[src/rtl/dmem_fill.sv]
// dmem_fill: two-read/one-write data memory with a windowed fill sequencer.
// Define DMEM_FILL_RDREG_EN for registered reads with write-first forwarding.
module dmem_fill #(
  parameter int                DATA_W   = 8,
  parameter int                ADDR_W   = 8,
  parameter int                DEPTH    = 256,
  parameter logic [DATA_W-1:0] FILL_VAL = DATA_W'(8'hA0),
  parameter int                INIT_LO  = 0,
  parameter int                INIT_HI  = 59
) (
  input  logic              clk,
  input  logic              rst_n,
  input  logic              init,
  input  logic              wen,
  input  logic [ADDR_W-1:0] waddr,
  input  logic [DATA_W-1:0] wdata,
  input  logic [ADDR_W-1:0] raddr0,
  input  logic [ADDR_W-1:0] raddr1,
  output logic [DATA_W-1:0] rdata0,
  output logic [DATA_W-1:0] rdata1,
  output logic              busy,
  output logic              done,
  output logic              wr_drop
);

  localparam int IW = (DEPTH > 1) ? $clog2(DEPTH) : 1;
  localparam logic [ADDR_W:0]   LIM = (ADDR_W+1)'(DEPTH);
  localparam logic [ADDR_W-1:0] LO  = ADDR_W'(INIT_LO);
  localparam logic [ADDR_W-1:0] HI  = ADDR_W'(INIT_HI);

  typedef enum logic {
    IDLE,
    FILL
  } state_t;

  state_t            state;
  logic [ADDR_W-1:0] ptr;
  logic [DATA_W-1:0] mem [DEPTH];

  logic              f_ok;
  logic              w_ok;
  logic              we;
  logic [ADDR_W-1:0] wa;
  logic [DATA_W-1:0] wd;

  function automatic logic in_rng(input logic [ADDR_W-1:0] a);
    return {1'b0, a} < LIM;
  endfunction

  // init wins over both the sweep write and a user write
  always_comb begin
    f_ok = (state == FILL) && !init;
    w_ok = (state == IDLE) && !init && wen && in_rng(waddr);
    we   = f_ok || w_ok;
    wa   = f_ok ? ptr : waddr;
    wd   = f_ok ? FILL_VAL : wdata;
  end

  always_ff @(posedge clk) begin
    if (we) mem[wa[IW-1:0]] <= wd;
  end

  always_ff @(posedge clk or negedge rst_n) begin
    if (!rst_n) begin
      state   <= IDLE;
      ptr     <= LO;
      busy    <= 1'b0;
      done    <= 1'b0;
      wr_drop <= 1'b0;
    end else begin
      done    <= 1'b0;
      wr_drop <= wen && !w_ok;
      unique case (state)
        IDLE: begin
          if (init) begin
            state <= FILL;
            ptr   <= LO;
            busy  <= 1'b1;
          end
        end
        FILL: begin
          if (init) begin
            ptr <= LO;
          end else if (ptr == HI) begin
            state <= IDLE;
            ptr   <= LO;
            busy  <= 1'b0;
            done  <= 1'b1;
          end else begin
            ptr <= ptr + 1'b1;
          end
        end
        default: state <= IDLE;
      endcase
    end
  end

`ifdef DMEM_FILL_RDREG_EN
  function automatic logic [DATA_W-1:0] rd(input logic [ADDR_W-1:0] a);
    if (!in_rng(a)) return '0;
    if (we && wa == a) return wd;
    return mem[a[IW-1:0]];
  endfunction

  always_ff @(posedge clk or negedge rst_n) begin
    if (!rst_n) begin
      rdata0 <= '0;
      rdata1 <= '0;
    end else begin
      rdata0 <= rd(raddr0);
      rdata1 <= rd(raddr1);
    end
  end
`else
  assign rdata0 = in_rng(raddr0) ? mem[raddr0[IW-1:0]] : '0;
  assign rdata1 = in_rng(raddr1) ? mem[raddr1[IW-1:0]] : '0;
`endif

endmodule

[config.mk]
export PLATFORM = sky130hd
export DESIGN_NAME = dmem_fill
export DESIGN_NICKNAME = d
export VERILOG_FILES = /design/src/rtl/dmem_fill.sv
export SDC_FILE = /design/constraint.sdc
export NUM_CORES = 2
export LEC_CHECK = 0
export BUFFER_PORTS_ARGS = -buffer_cell sky130_fd_sc_hd__buf_2
export CAP_MARGIN = 20
export CORE_AREA = 2 2 474 829
export CTS_CLUSTER_SIZE = 8
export DETAILED_ROUTE_END_ITERATION = 6
export DIE_AREA = 0 0 476 831
export PLACE_DENSITY = 0.39
export SLEW_MARGIN = 15
export SYNTH_ARGS = -nofsm -noshare
export SYNTH_HDL_FRONTEND = slang
export SYNTH_SLANG_ARGS = --single-unit
[constraint.sdc]
create_clock -name clk -period 9.2 [get_ports clk]
set_clock_uncertainty 0.1 [all_clocks]
set_input_delay 1.38 -clock clk [delete_from_list [all_inputs] [get_ports clk]]
set_output_delay 1.38 -clock clk [all_outputs]
set_load 0.02 [all_outputs]
==> impl_metrics.sql <==
INSERT INTO impl_metrics (metric_group, metric, value, unit) VALUES
('status', 'status', 'complete, no violations', ''),
('power_and_ir_drop', 'p_leak', '0.03471', 'µW'),
('synthesis', 'synth_edf_count', '2048', ''),
('timing', 'timing.fmax', '132.6', 'MHz'),
('global_routing', 'number_of_global_route_vias_before_repair', '58103', ''),
('placement', 'dp.final_hpwl', '257400', 'µm'),
('cells_and_area', 'num-nets-final', '5248', ''),
('synthesis', 'share_of_synthesized_flip_flops_with_an_asynchronous_set_or_reset', '0.5825', '%'),
('power_and_ir_drop', 'net-switching-power', '5424', 'µW'),
('timing', 'finalSetupTns', '0', 'ns'),
('synthesis', 'ys_dominant_reg_cell', 'edfxtp_1', ''),
('die', 'die_height', '831', 'µm'),
('power_and_ir_drop', 'p_seq_share', '46.5', '%'),
('detailed_routing', 'via_per_inst', '5.153', ''),
('cells_and_area', 'area.sequential', '61800', 'µm²'),
('synthesis', 'ys_types', '63', ''),
('detailed_routing', 'vias', '53855', ''),
('cells_and_area', 'ratio_of_cells_with_drive_above_1_in_the_final_layout', '34.90', '%'),
('synthesis', 'synthCells', '4935', ''),
('timing', 'relSlewSlack', '10.85', '%'),
('synthesis', 'synth_largest_type_area_fraction', '63.52', '%'),
('synthesis', 'synth_area_leader_cell', 'edfxtp_1', ''),
('timing', 'worst_slew_pin_slew', '1.337', 'ns'),
('setup_path', 'path_class', 'input pin to output pin', ''),
('clock_network', 'cts_sinks', '2060', ''),
('global_routing', 'overflow_after_grt', '0', ''),
('clock_network', 'worst_skew_pair.late_latency', '0.90', 'ns'),
('detailed_routing', 'router_iterations_before_antenna_repair', '7', ''),
('setup_path', 'worstSetupEndpointType', 'output pin', ''),
('power_and_ir_drop', 'switching_share', '24.34', '%'),
('clock_network', 'path_clk_slew', '0.05', 'ns'),
('synthesis', 'seq_cells_post_synth', '2060', ''),
('cells_and_area', 'fillerInstances', '38143', ''),
('power_and_ir_drop', 'clkPwrFrac', '44.7', '%'),
('die', 'core_area', '388600', 'µm²'),
('timing', 'report.final.slew_viol_count', '0', ''),
('flow_run', 'timing.max_cap.violations', '0', ''),
('die', 'floorplan_die_area', '395600', 'µm²'),
('synthesis', 'synthesis.yosys.warnings', '0', ''),
('global_routing', 'grt_max_degree', '181', ''),
('detailed_routing', 'antenna_left', '0', ''),
('power_and_ir_drop', 'internal-power', '16860', 'µW'),
('global_routing', 'antenna_violations_before_repair', '33', ''),
('global_routing', 'track_usage', '19.33', '%'),
('detailed_routing', 'drc', '0', ''),
('placement', 'detailedPlace.worstSlack', '1.502', 'ns'),
('power_and_ir_drop', 'power.ir.vdd_worst', '0.1495', 'mV'),
('detailed_routing', 'detail_route.wirelength', '386400', 'µm'),
('timing', 'finalCritPeriodShare', '81.98', '%'),
('synthesis', 'syn_area', '96820', 'µm²'),
('cells_and_area', 'multiInputGateArea', '33080', 'µm²'),
('timing', 'timing.final.hold_violations', '0', ''),
('die', 'initial_utilization', '24.92', '%'),
('synthesis', 'post_synth_most_frequent_cells', '2048 x edfxtp_1, 1039 x mux4_2, 337 x nor2_1', ''),
('setup_path', 'path_max_fanout', '42', ''),
('power_and_ir_drop', 'pwr_density_cell', '198.4', 'nW/µm²'),
('synthesis', 'postSynthNetCount', '4972', ''),
('synthesis', 'post_synth_main_area_contributors', 'edfxtp_1 64%, mux4_2 24%, mux2i_1 2.9%', ''),
('clock_network', 'clock_tree.htree_level_count', '5', ''),
('clock_network', 'cts_tree', 'done', ''),
('global_routing', 'grt_first_pass_wirelength', '520200', 'µm'),
('clock_network', 'clock_path_buffers', '4', ''),
('detailed_routing', 'detail_route.wl_per_cell', '36.97', 'µm'),
('timing', 'worst_slack', '1.658', 'ns'),
('timing', 'rsz0062_at_grt', 'no', ''),
('timing', 'final_period_minus_worst_setup_slack', '7.542', 'ns'),
('setup_path', 'worst-endpoint-arrival', '6.06', 'ns'),
('placement', 'buffer_ports.inserted', '54', ''),
('synthesis', 'yosysSeqAreaShare', '63.83', '%'),
('die', 'num_rows', '303', ''),
('min_path', 'hold_path_class', 'input pin to async pin', '');
## layout by cell type (no fill, tap or decap), drive strengths merged, types with 14 or more instances in the layout
cell	synthesis	routed
a21oi	87	87
mux2	26	26
a31oi	14	14
a221oi	28	28
nand2b	14	14
mux2i	282	282
mux4	1039	1039
diode	0	20
a22oi	27	27
o221ai	85	85
o21ai	71	71
edfxtp	2048	2048
clkbuf	149	323
a211oi	47	47
nor3	17	17
nor2	337	337
nand3b	19	19
buf	236	359
nand2	145	145
inv	4	16
a22o	43	43
o22ai	54	54
nand3	39	39
nor2b	18	18
## flip-flops by register name, summed over array words and instances, names as in the netlist
register and flops:
busy 1, state 1, wr_drop 1, ptr 8
mem 2048, done 1
## power by group through the flow
stage / Sequential (µW) / Clock (µW) / Combinational [µW]
after floorplan: 10600 / 0 / 1090
after global placement: 10500 / 0 / 1990
after detailed placement: 10500 / 0 / 2000
after CTS: 10400 / 10200 / 2000
after global routing: 10300 / 10500 / 2020
final: 10400 / 9960 / 1970
## cells by family (layout without fill, tap and decap cells)
logic type,after synthesis,count (layout),share of synthesized area [%]
compound gates,495,495,3.586
fa+ha+maj,1,1,0.01292
buf+inv,390,701,2.303
flops,2060,2060,63.83
mux,1347,1347,27.39
other cells,0,20,0
simple gates,642,642,2.887
## critical path, stage by stage
cell and delay (ns):
buf_8 0.50, buf_4 0.51, mux4_2 0.57, mux4_2 0.48
mux2i_1 0.57, nor2_1 0.08, nor3_1 0.93, a21oi_1 0.25
and3_1 0.42, buf_2 0.25
## layout make-up
| type | instances | share of cell area [%] |
|---|---|---|
| Antenna cell | 20 | 0.04457 |
| Clock buffer | 322 | 6.854 |
| Clock inverter | 14 | 0.1192 |
| Inverter | 5 | 0.02117 |
| Multi-Input combinational cell | 2485 | 29.46 |
| Sequential cell | 2060 | 55.03 |
| Tap cell | 5185 | 5.777 |
| Timing Repair Buffer | 360 | 2.688 |
## final timing paths
check,start,end,slack (ns)
min,rst_n,ptr[3],0.26
max,raddr1[0],rdata1[1],1.66
max reg2reg,state,mem[188][0],4.86
min reg2reg,busy,busy,0.44
max in group asynchronous,rst_n,busy,8.50
min in group clk,busy,busy,0.44
## routing by layer
metal  up-vias  track usage, %  part of all wire [%]
met5         -               0                 0.017
met4        12           10.51                   6.0
met3       630           2.675                   4.1
met2      1676           36.36                    55
met1     29809           20.53                    35
li1      21728               -                     -
## through the flow
step	hold WS, ns	area, µm²	util, %	power, µW
3_3_place_gp	0.4399	104200	26.81	12530
6_report	0.2603	112300	28.90	22280
5_1_grt	0.2490	112300	28.89	22880
2_1_floorplan	0.4039	96820	-	11670
3_5_place_dp	0.4396	104400	26.85	12540
4_1_cts	0.2093	112200	28.87	22580
No activity file was read; power rests on OpenSTA's default activity.
